## src/rtl/log_seq_ctrl.sv

```systemverilog
// rtl/log_seq_ctrl.sv - logging address sequencer with req/ack memory writes
module log_seq_ctrl #(
  parameter int ADR_W = 24,
  parameter int OVR_W = 8
) (
  input  logic             clk,
  input  logic             reset,
  input  logic             cmd_strobe,
  input  logic [ADR_W-1:0] start_adr,
  input  logic [ADR_W-1:0] stop_adr,
  input  logic [23:0]      status,
  input  logic             sample_valid,
  input  logic             mem_ack,
  output logic             mem_req,
  output logic [ADR_W-1:0] mem_adr,
  output logic             busy,
  output logic             done,
  output logic             err,
  output logic [7:0]       wrap_cnt,
  output logic [OVR_W-1:0] ovr_cnt
);

  typedef enum logic [2:0] {
    S_IDLE, S_CHECK, S_WAIT_SMP, S_REQ, S_NEXT, S_DONE, S_ERR
  } state_t;

  state_t           state_q, state_d;
  logic             cmd_q, cmd_d;
  logic [ADR_W-1:0] cur_adr_q, cur_adr_d;
  logic             cont_q, cont_d;
  logic             pend_abort_q, pend_abort_d;
  logic             mem_req_q, mem_req_d;
  logic [ADR_W-1:0] mem_adr_q, mem_adr_d;
  logic             done_q, done_d;
  logic             err_q, err_d;
  logic [7:0]       wrap_q, wrap_d;
  logic [OVR_W-1:0] ovr_q, ovr_d;

  logic abort_cmd;
  logic run_cmd;
  logic unused_status;

  // Only RUN, CONT and ABORT carry meaning; the rest of the word is don't-care.
  assign unused_status = ^status[23:3];
  assign abort_cmd     = cmd_q & status[2];
  assign run_cmd       = cmd_q & ~status[2] & status[0];

  // Next-state, address walk, handshake and counter updates.
  always_comb begin
    state_d      = state_q;
    cmd_d        = cmd_strobe;
    cur_adr_d    = cur_adr_q;
    cont_d       = cont_q;
    pend_abort_d = pend_abort_q;
    mem_req_d    = mem_req_q;
    mem_adr_d    = mem_adr_q;
    done_d       = done_q;
    err_d        = err_q;
    wrap_d       = wrap_q;
    ovr_d        = ovr_q;

    // Samples arriving while a write is still in flight are dropped and counted.
    if ((state_q == S_REQ || state_q == S_NEXT) && sample_valid && !(&ovr_q)) begin
      ovr_d = ovr_q + OVR_W'(1);
    end

    case (state_q)
      S_IDLE, S_DONE, S_ERR: begin
        if (run_cmd) begin
          state_d = S_CHECK;
          done_d  = 1'b0;
          err_d   = 1'b0;
          wrap_d  = '0;
          ovr_d   = '0;
        end
      end
      S_CHECK: begin
        if (abort_cmd) begin
          state_d = S_IDLE;
        end else if (start_adr > stop_adr) begin
          err_d   = 1'b1;
          state_d = S_ERR;
        end else begin
          cur_adr_d = start_adr;
          cont_d    = status[1];
          state_d   = S_WAIT_SMP;
        end
      end
      S_WAIT_SMP: begin
        if (abort_cmd) begin
          state_d = S_IDLE;
        end else if (sample_valid) begin
          mem_adr_d = cur_adr_q;
          mem_req_d = 1'b1;
          state_d   = S_REQ;
        end
      end
      S_REQ: begin
        // An abort here must not cut the handshake short; remember it instead.
        if (abort_cmd) begin
          pend_abort_d = 1'b1;
        end
        if (mem_ack) begin
          mem_req_d    = 1'b0;
          pend_abort_d = 1'b0;
          state_d      = (pend_abort_q || abort_cmd) ? S_IDLE : S_NEXT;
        end
      end
      S_NEXT: begin
        if (abort_cmd) begin
          state_d = S_IDLE;
        end else if (cur_adr_q == stop_adr) begin
          if (cont_q) begin
            cur_adr_d = start_adr;
            wrap_d    = (&wrap_q) ? wrap_q : wrap_q + 8'd1;
            state_d   = S_WAIT_SMP;
          end else begin
            done_d  = 1'b1;
            state_d = S_DONE;
          end
        end else begin
          cur_adr_d = cur_adr_q + ADR_W'(1);
          state_d   = S_WAIT_SMP;
        end
      end
      default: state_d = S_IDLE;
    endcase
  end

  // State and datapath registers with synchronous active-low reset.
  always_ff @(posedge clk) begin
    if (!reset) begin
      state_q      <= S_IDLE;
      cmd_q        <= 1'b0;
      cur_adr_q    <= '0;
      cont_q       <= 1'b0;
      pend_abort_q <= 1'b0;
      mem_req_q    <= 1'b0;
      mem_adr_q    <= '0;
      done_q       <= 1'b0;
      err_q        <= 1'b0;
      wrap_q       <= '0;
      ovr_q        <= '0;
    end else begin
      state_q      <= state_d;
      cmd_q        <= cmd_d;
      cur_adr_q    <= cur_adr_d;
      cont_q       <= cont_d;
      pend_abort_q <= pend_abort_d;
      mem_req_q    <= mem_req_d;
      mem_adr_q    <= mem_adr_d;
      done_q       <= done_d;
      err_q        <= err_d;
      wrap_q       <= wrap_d;
      ovr_q        <= ovr_d;
    end
  end

  assign busy     = (state_q == S_CHECK) || (state_q == S_WAIT_SMP) ||
                    (state_q == S_REQ)   || (state_q == S_NEXT);
  assign mem_req  = mem_req_q;
  assign mem_adr  = mem_adr_q;
  assign done     = done_q;
  assign err      = err_q;
  assign wrap_cnt = wrap_q;
  assign ovr_cnt  = ovr_q;

endmodule

```

## config.mk

```make
export PLATFORM = sky130hd
export DESIGN_NAME = log_seq_ctrl
export DESIGN_NICKNAME = d
export VERILOG_FILES = /design/src/rtl/log_seq_ctrl.sv
export SDC_FILE = /design/constraint.sdc
export NUM_CORES = 1
export LEC_CHECK = 0
export CORE_MARGIN = 5
export CORE_UTILIZATION = 37
export CTS_CLUSTER_DIAMETER = 60
export DETAILED_ROUTE_END_ITERATION = 10
export GPL_ROUTABILITY_DRIVEN = 0
export PLACE_DENSITY = 0.65
export REMOVE_ABC_BUFFERS = 1
export SYNTH_ARGS = -nofsm -noshare
export SYNTH_HDL_FRONTEND = slang
export SYNTH_SLANG_ARGS = --single-unit
export TNS_END_PERCENT = 100
```

## constraint.sdc

```tcl
create_clock -name clk -period 2.75 [get_ports clk]
set_clock_uncertainty 0.15 [all_clocks]
set_input_delay 0.4125 -clock clk [delete_from_list [all_inputs] [get_ports clk]]
set_output_delay 0.4125 -clock clk [all_outputs]
set_load 0.02 [all_outputs]
```

==> out/results.md <==
| Item | Reported |
| --- | --- |
| Number of antenna cells inserted | 0 |
| Slew Limit Fails | 0 |
| Area enclosed by the die boundary | 0.0148 mm2 |
| Kind of cell adding the most delay to the critical path | simple AND/OR/NAND/NOR gates |
| Proportion of layout cells with a drive suffix above 1 | 0.242 |
| Io pins | 121 |
| Critical path start-end classification | in -> reg |
| Net Switching | 0.00133 W |
| # fillers | 1059 |
| Area of the multi-input gates | 0.00327 mm2 |
| Pin count of the biggest net entering global routing | 42 |
| Ratio of total power to cell area | 534 mW/mm2 |
| Vias post-DR | 5090 |
| Number of global-route vias before repair | 5014 |
| Post-Layout Inst Area | 0.00729 mm2 |
| Max-cap violations | 0 |
| EDFF count, synth | 0 |
| Number of buffers inserted by hold repair at cts | 0 |
| Endpoint type of the worst setup path | flop |
| Floorplan die height | 122 um |
| Antenna violations before repair | 0 |
| Slew at the pin closest to its max-slew limit | 806 ps |
| Logic pwr share | 0.365 |
| Area of the core region | 0.0121 mm2 |
| GRT Total Usage | 0.209 |
| DPL Wire Length | 11.2 mm |
| Required time worst endpoint | 2830 ps |
| Fraction of registers with async set/reset | 0 |
| Die span in x | 122 um |
| Drt total wl | 15.9 mm |
| Crit-path slowest cell | sky130_fd_sc_hd__a311o_1 |
| Worst path bufs/invs | 4 |
| Total overflow reported by the global router | 0 |
| Length of the first detailed-routing pass in iterations | 5 |
| Violation count after the first detailed-routing iteration | 432 |
| Arrival @ worst endpoint | 2740 ps |
| Worst slew slack as a fraction of its limit | 0.462 |
| Post-synthesis cell type with the largest combined area | sky130_fd_sc_hd__dfxtp_1 |
| Worst slack, placed | -622 ps |
| IR Drop Worst-Case VDD | 0.258 mV |
| Final routed DRC violation total | 0 |
| Number of flip-flops and latches in the synthesized netlist | 73 |
| Post-synthesis cell count | 595 |
| Number of placement rows | 40 |
| Root buffer cell | sky130_fd_sc_hd__clkbuf_16 |
| TritonCTS Sinks | 73 |
| Detailed-route vias per instance | 5.39 |
| Area contributors post-synth | sky130_fd_sc_hd__dfxtp_1 (32%), sky130_fd_sc_hd__ha_1 (7.3%), sky130_fd_sc_hd__a21oi_1 (6.6%) |
| Run status | finished, final reports clean |
| Worst-path cell chain | dlygate4sd2_1 > inv_2 > ha_4 > nand4_1 > buf_4 > nor3_2 > nand2_1 > a311o_1 > and3_4 > buf_4 > a31o_2 > o211a_1 |
| Sequential fraction of the synthesis area | 0.317 |
| Count of distinct cell types in the synthesized netlist | 53 |
| Internal portion of total power | 0.00256 W |
| Net Sw Frac | 0.342 |
| Fraction of synthesized cell area taken by the top area cell type | 0.317 |
| Top cells by count, synth | sky130_fd_sc_hd__nand2_1 (80), sky130_fd_sc_hd__dfxtp_1 (73), sky130_fd_sc_hd__a21oi_1 (61), sky130_fd_sc_hd__nor2_1 (49), sky130_fd_sc_hd__xnor2_1 (33) |
| Minimum clock period after layout | 2660 ps |
| Setup-failing EPs final | 0 |
| H-tree lvl count | 3 |
| CTS tree | done |
| Number of buffers added by the clock tree synthesis step | 9 |
| YS warnings | 0 |
| Dominant synthesized flop cell | sky130_fd_sc_hd__dfxtp_1 |
| Largest buffer count on any clock path | 2 |
| Cell area after technology mapping | 0.00460 mm2 |
| Wire length of the first global-routing pass | 24.9 mm |
| Count of buffers from port buffering | 99 |
| Clock-pin slew reported for the worst setup and hold paths after clock tree synthesis | 60 ps |
| Delay of the slowest cell on the worst path | 330 ps |
| Final Hold Viols | 0 |
| Area growth from synthesis to layout | 58.2% |
| Initial Util | 0.380 |
| DR WL/cell | 16.8 um |
| Highest clock frequency the design can meet | 376 MHz |
| Clk network pwr share | 0.301 |
| Path type of the worst min-delay path | reg -> reg |
| Startpoint Class | input port |
| Leakage | 2.92 nW |
| Post-synthesis average cell area | 7.74 um2 |
| Placed standard-cell area | 0.00645 mm2 |
| Number of nets in the finished design | 876 |
| Worst-path maximum fanout | 4 |
| Most instantiated library cell after synthesis | sky130_fd_sc_hd__nand2_1 |
| Register Area | 0.00146 mm2 |
| Flop pwr share | 0.334 |
| Setup slack after layout | 92.1 ps |
| Worst-skew pair later-pin latency | 340 ps |
| Period utilization | 0.967 |
| Final ANT Viol Nets | 0 |
| Cell repeated most along the worst path | sky130_fd_sc_hd__buf_4 |
## layout by cell type (no fill, tap or decap), types with 8 or more instances in the layout
cell type	instances
sky130_fd_sc_hd__o31ai_1	17
sky130_fd_sc_hd__dlygate4sd2_1	16
sky130_fd_sc_hd__ha_4	13
sky130_fd_sc_hd__nor3_1	17
sky130_fd_sc_hd__buf_4	95
sky130_fd_sc_hd__o311ai_2	11
sky130_fd_sc_hd__xnor2_1	32
sky130_fd_sc_hd__nand3_1	14
sky130_fd_sc_hd__dfxtp_1	72
sky130_fd_sc_hd__o21ai_0	11
sky130_fd_sc_hd__ha_1	14
sky130_fd_sc_hd__inv_1	25
sky130_fd_sc_hd__dlymetal6s2s_1	19
sky130_fd_sc_hd__nand2_1	79
sky130_fd_sc_hd__a31oi_1	9
sky130_fd_sc_hd__and2_1	8
sky130_fd_sc_hd__nor2_1	47
sky130_fd_sc_hd__nand4_1	16
sky130_fd_sc_hd__clkbuf_16	11
sky130_fd_sc_hd__clkdlybuf4s50_1	64
sky130_fd_sc_hd__a21oi_1	59
## final timing paths
kind / from / endpoint / slack, ps / cells after the start
worst max-delay path: stop_adr[17] / cur_adr_q[0]$_SDFFE_PN0P_ / 90 / 12
worst min-delay path: mem_adr[21]$_SDFFE_PN0P_ / mem_adr[21]$_SDFFE_PN0P_ / 300 / 2
worst min register to register: mem_adr[21]$_SDFFE_PN0P_ / mem_adr[21]$_SDFFE_PN0P_ / 300 / 2
worst max register to register: cur_adr_q[3]$_SDFFE_PN0P_ / cur_adr_q[23]$_SDFFE_PN0P_ / 130 / 7
## power groups by stage
| stage | Sequential, W | Clock, W | Combinational, W |
|---|---|---|---|
| global placement | 0.00131 | 0 | 0.00117 |
| CTS | 0.00130 | 0.00119 | 0.00128 |
| global route | 0.00132 | 0.00125 | 0.00152 |
| detailed placement | 0.00131 | 0 | 0.00120 |
| floorplan | 0.00134 | 0 | 0.000583 |
| finish | 0.00130 | 0.00117 | 0.00142 |
## worst reg2reg max path: cells and delay by family (launching register included)
family             cells  cell delay, ps
AOI/OAI and AO/OA      2             320
DFF                    1             470
and+or+nand+nor        5            1530
## routing by layer
layer | vias up | wire (um) | GRT usage
li1 | 2491 | - | -
met1 | 2420 | 7090 | 0.276
met2 | 155 | 7710 | 0.353
met3 | 24 | 831 | 0.0344
met4 | 0 | 252 | 0.0581
met5 | - | 0 | 0
## metrics by stage
stage,setup TNS (ps),util,hold WS [ps],cells,power (W)
4_1_cts,0,0.576,305,938,0.00376
6_report,0,0.602,302,945,0.00389
5_1_grt,-3.64,0.602,321,945,0.00409
3_3_place_gp,-13160,0.532,293,921,0.00248
2_1_floorplan,-4000,-,287,556,0.00192
3_5_place_dp,-14240,0.532,297,921,0.00251
## final cells by class
type / instances / area share
repair buffers: 205 / 0.265
well taps: 168 / 0.0289
clock buffers: 13 / 0.0343
flip-flops and latches: 73 / 0.201
multi-input cells: 452 / 0.449
inverters: 31 / 0.0160
clock inverters: 3 / 0.00550
## registers in the layout, summed over array words and instances (netlist names)
signal	count
cmd_q	1
cont_q	1
cur_adr_q	24
done	1
err	1
mem_adr	24
mem_req	1
ovr_cnt	8
pend_abort_q	1
state_q	3
wrap_cnt	8
## repair_timing
item,in CTS,in global routing
gates cloned,1,2
hold endpoints to repair,0,0
endpoints found under the setup margin,26,27
pin swaps,11,15
resized for setup,65,50
buffers inserted,0,5
## cells by family (layout without fill, tap and decap cells)
family	after synthesis	in the layout	synth area share
buffers and inverters	70	252	0.0598
AND/OR/NAND/NOR	232	232	0.248
adder cells (fa/ha/maj)	28	28	0.0755
AO/OA/AOI/OAI	145	145	0.207
multiplexers	7	7	0.0163
XOR/XNOR	40	40	0.0761
flip-flops	73	73	0.317
Power figures use the tool's default switching activity.
==> RTL edit 1, RTL diff (same flow settings) <==
`ADR_W`: 24 -> 12.
--- a/src/rtl/log_seq_ctrl.sv
+++ b/src/rtl/log_seq_ctrl.sv
@@ -1,6 +1,6 @@
 // rtl/log_seq_ctrl.sv - logging address sequencer with req/ack memory writes
 module log_seq_ctrl #(
-  parameter int ADR_W = 24,
+  parameter int ADR_W = 12,
   parameter int OVR_W = 8
 ) (
   input  logic             clk,
Ports: changed (resized mem_adr, start_adr and stop_adr); port bits go from 121 to 85. The function was not compared with the original's and may differ.
==> RTL edit 1 against the original RTL <==
Critical path depth shrank 3. Largest cell class unchanged. First-iteration DRC count is 81% lower. Global-route usage fell by 5.5 points. Via count down 45%. Sequential power fell by 34%. Routed wire length fell by 51%. Power down 52%. Area after synthesis down 31%. Sequential cell count down 24. Cell area is 44% lower. Critical endpoint is now cur_adr_q[6]. Cell count down 42%. Die area is 29% lower. Setup slack better by 63 ps.
==> RTL edit 1: results (changes against the original RTL) <==
Finish:
- The fraction of the core area covered by cells at the end of the flow is 0.495 (was 0.602).
- The fraction of final layout cells sized beyond drive strength 1 is 0.111 (was 0.242).
- The count of clock buffers in the final design is 7 (was 13).
- The count of inverters not on the clock network in the layout is 19 (was 31).
- The total of plain and repair buffers excluding clock buffers was 86 (was 205).
- The clock network area share was 0.0248 (was 0.0398).
- The number of nets in the layout is 510 (was 876).
- The multi-input logic cell count is 281 (was 452).

Pwr:
- The sequential logic power is 859 uW (was 1.30 mW).
- The reported leakage power is 1.58 nW (was 2.92 nW).
- The internal power component is 1.26 mW (was 2.56 mW).
- The combinational cell power is 543 uW (was 1.42 mW).
- The maximum vdd drop came to 0.194 mV (was 0.258 mV).

Min path:
- The start point of the worst min-delay path is mem_req (was mem_adr[21]).
- The worst hold endpoint is mem_req (was mem_adr[21]).

Worst setup path:
- The number of cells on the worst reg-to-reg path came to 6 (was 7).
- The reg-to-reg setup timing slack is 570 ps (was 130 ps).
- The critical register-to-register path endpoint is wrap_cnt[7] (was cur_adr_q[23]).
- The cell with the largest stage delay on the worst path is sky130_fd_sc_hd__clkdlybuf4s50_1 (was sky130_fd_sc_hd__a311o_1).
- The data arrival time at the worst-slack endpoint is 2680 ps (was 2740 ps).

GRT:
- The global-route wire length before repair is 13,000 um (was 24,900 um).
- The global routing met2 resource utilization is 0.249 (was 0.353).
- The pin count of the biggest net entering global routing is 21 (was 42).
- The via count of the first global-routing pass was 2,723 (was 5,014).
- The fraction of met3 tracks used by global routing is 0.0287 (was 0.0344).
- The global-route track usage on met1 came to 0.211 (was 0.276).

Logic synthesis:
- The register bit total from synthesis is 49 (was 73).
- Commonest cells post-synth: 49 x sky130_fd_sc_hd__dfxtp_1, 43 x sky130_fd_sc_hd__nand2_1, 36 x sky130_fd_sc_hd__nor2_1 (was 80 x sky130_fd_sc_hd__nand2_1, 73 x sky130_fd_sc_hd__dfxtp_1, 61 x sky130_fd_sc_hd__a21oi_1).
- The number of distinct library cells after synthesis is 54 (was 53).
- The sequential-to-total area share from yosys stat is 0.310 (was 0.317).

Placement:
- The detailed-placement wirelength estimate was 5930 um (was 11,200 um).
- The area of placed instances is 3980 sq um (was 6450 sq um).
- The number of instances in the placed design is 540 (was 921).
- The post-placement worst setup slack is -129 ps (was -622 ps).
- The count of input and output buffers is 63 (was 99).

Clocking:
- The total number of H-tree levels is 2 (was 3).

Route:
- The ratio of routed vias to standard cells is 5.13 (was 5.39).
- The number of iterations in the first detailed-routing pass came to 4 (was 5).
- The average wire per cell in the routed design was 14.1 um (was 16.8 um).
- The count of routing violations after the opening detailed-route iteration is 81 (was 432).

Die:
- The placeable core region is 8260 sq um (was 12,100 sq um).

Timing:
- The relative slew slack was 0.636 (was 0.462).
- The worst hold margin came to 311 ps (was 302 ps).

Status:
- Run status: completed (unchanged).
==> RTL edit 1: worst max path at each step <==
stage,cells after the start,slack (ps),startpoint,to
2_1_floorplan,7,100,stop_adr[11],cur_adr_q[11]
3_3_place_gp,9,-80,stop_adr[9],cur_adr_q[8]
3_5_place_dp,9,-130,stop_adr[9],cur_adr_q[6]
4_1_cts,9,180,stop_adr[9],cur_adr_q[6]
5_1_grt,3,20,state_q[1],busy
6_report,9,160,stop_adr[9],cur_adr_q[6]
==> RTL edit 1: logic make-up after synthesis <==
| group | share of synthesized area |
|---|---|
| DFF | 0.310 |
| AOI/OAI and AO/OA | 0.153 |
| and+or+nand+nor | 0.228 |
| buffers and inverters | 0.0578 |
| adders and majority gates | 0.0625 |
| xor gates and xnor gates | 0.116 |
| muxes | 0.0728 |
==> RTL edit 1: per-layer routing <==
layer,wire length (um),vias up
met1,3650,1282
met2,3620,75
met5,0,-
met4,75,0
li1,-,1448
met3,404,5
==> RTL edit 2, RTL diff (same flow settings) <==
Made on the original files. The 7 states of `state_t` get a one-hot encoding in 7 bits.
--- a/src/rtl/log_seq_ctrl.sv
+++ b/src/rtl/log_seq_ctrl.sv
@@ -20,8 +20,8 @@
   output logic [OVR_W-1:0] ovr_cnt
 );
 
-  typedef enum logic [2:0] {
-    S_IDLE, S_CHECK, S_WAIT_SMP, S_REQ, S_NEXT, S_DONE, S_ERR
+  typedef enum logic [6:0] {
+    S_IDLE = 7'b0000001, S_CHECK = 7'b0000010, S_WAIT_SMP = 7'b0000100, S_REQ = 7'b0001000, S_NEXT = 7'b0010000, S_DONE = 7'b0100000, S_ERR = 7'b1000000
   } state_t;
 
   state_t           state_q, state_d;
Behaviour: no difference found for any inputs over 10 cycles, from zero or initial values and one cycle with reset low; not proved beyond that.
==> RTL edit 2 against the original RTL <==
Setup slack got worse by 91 ps. Sequential cell count rose by 4. Critical path depth shrank 1. Area after synthesis increased by 0.16%. Hold slack worse by 1.1 ps. Routed wire length down 5.6%. Via count shrank 4.8%. Cell area decreased by 5.0%. Critical path type unchanged.
Power is not compared: it rests on default switching activity, and its combinational part moved more than twofold at a synthesized area within 25%.
==> RTL edit 2: results (changes against the original RTL) <==
Status:
- Run status: completed (unchanged).

Logic synthesis:
- The register bit total from synthesis is 77 (was 73).
- The number of distinct library cells after synthesis was 62 (was 53).
- The adder-cell share of the synthesized area is 0.0733 (was 0.0755).
- Commonest cells post-synth: 91 x sky130_fd_sc_hd__nand2_1, 77 x sky130_fd_sc_hd__dfxtp_1, 72 x sky130_fd_sc_hd__a21oi_1 (was 80 x sky130_fd_sc_hd__nand2_1, 73 x sky130_fd_sc_hd__dfxtp_1, 61 x sky130_fd_sc_hd__a21oi_1).
- The fraction of the mapped netlist area in compound gates was 0.198 (was 0.207).
- Top cells by area in the synthesized netlist: sky130_fd_sc_hd__dfxtp_1 33%, sky130_fd_sc_hd__a21oi_1 7.8%, sky130_fd_sc_hd__nand2_1 7.4% (was sky130_fd_sc_hd__dfxtp_1 32%, sky130_fd_sc_hd__ha_1 7.3%, sky130_fd_sc_hd__a21oi_1 6.6%).
- The share of cell area taken by muxes after synthesis is 0.0109 (was 0.0163).

Min path:
- The start point of the worst min-delay path is mem_adr[12] (was mem_adr[21]).

Worst setup path:
- The kind of cell adding the most delay to the critical path is buffers and inverters (was simple AND/OR/NAND/NOR gates).
- The data arrival time at the worst-slack endpoint is 2830 ps (was 2740 ps).
- The highest cell delay on the worst timing path is 490 ps (was 330 ps).
- The launch point of the worst path is start_adr[9] (was stop_adr[17]).
- The cell with the largest stage delay on the worst path is sky130_fd_sc_hd__clkdlybuf4s50_1 (was sky130_fd_sc_hd__a311o_1).
- The maximum net fanout on the critical path is 8 (was 4).

Finish:
- The sequential cell area was 1540 sq um (was 1460 sq um).
- The multi-input logic cell count is 440 (was 452).
- The count of clock buffers in the final design is 12 (was 13).
- The area added between synthesis and finish is 50.1% (was 58.2%).
- The clock network area share came to 0.0465 (was 0.0398).
- The multi-input combinational cell area is 2950 sq um (was 3270 sq um).
- The fraction of final layout cells sized beyond drive strength 1 is 0.199 (was 0.242).
- The count of inverters not on the clock network in the layout is 26 (was 31).
- The total of plain and repair buffers excluding clock buffers came to 183 (was 205).
- The number of filler cells placed in the layout was 1,087 (was 1,059).
- The portion of the layout cell area used by non-clock buffers is 0.261 (was 0.265).

Route:
- The count of routing violations after the opening detailed-route iteration is 298 (was 432).
- The routed wire length on met3 was 865 um (was 831 um).
- The ratio of routed vias to standard cells is 5.33 (was 5.39).
- The routed metal-1 wirelength is 6420 um (was 7090 um).

GRT:
- The global routing met2 resource utilization is 0.319 (was 0.353).
- The global-route track usage on met1 is 0.239 (was 0.276).
- The fraction of met3 tracks used by global routing is 0.0311 (was 0.0344).
- The via count of the first global-routing pass is 4,616 (was 5,014).
- The global-route wire length before repair is 22,500 um (was 24,900 um).

Placement:
- The number of instances in the placed design was 883 (was 921).
- The detailed-placement wirelength estimate is 10,500 um (was 11,200 um).
- The post-placement worst setup slack came to -361 ps (was -622 ps).
- The area of placed instances is 6200 sq um (was 6450 sq um).

Clocking:
- The number of instances resized during post-cts repair is 2 (was 65).
[RTL edit 2: cell count changes after synthesis, moves of 5 or more]
| cell | change |
|---|---|
| sky130_fd_sc_hd__clkbuf_1 | -16 |
| sky130_fd_sc_hd__o311ai_0 | -15 |
| sky130_fd_sc_hd__o31ai_1 | -12 |
| sky130_fd_sc_hd__a21oi_1 | +11 |
| sky130_fd_sc_hd__nand2_1 | +11 |
| sky130_fd_sc_hd__nor3_1 | -10 |
| sky130_fd_sc_hd__nor3b_1 | -6 |
| sky130_fd_sc_hd__o211ai_1 | +6 |
| sky130_fd_sc_hd__o21ai_1 | +6 |
| sky130_fd_sc_hd__a31oi_1 | -5 |
| sky130_fd_sc_hd__inv_1 | -5 |
| sky130_fd_sc_hd__nor4_1 | -5 |
[RTL edit 2: final timing paths]
check / endpoint / slack, ps / depth (start not counted)
max: cur_adr_q[14] / 1 / 11
min: mem_adr[12] / 300 / 2
max reg2reg: cur_adr_q[22] / 200 / 9
min reg2reg: mem_adr[12] / 300 / 2
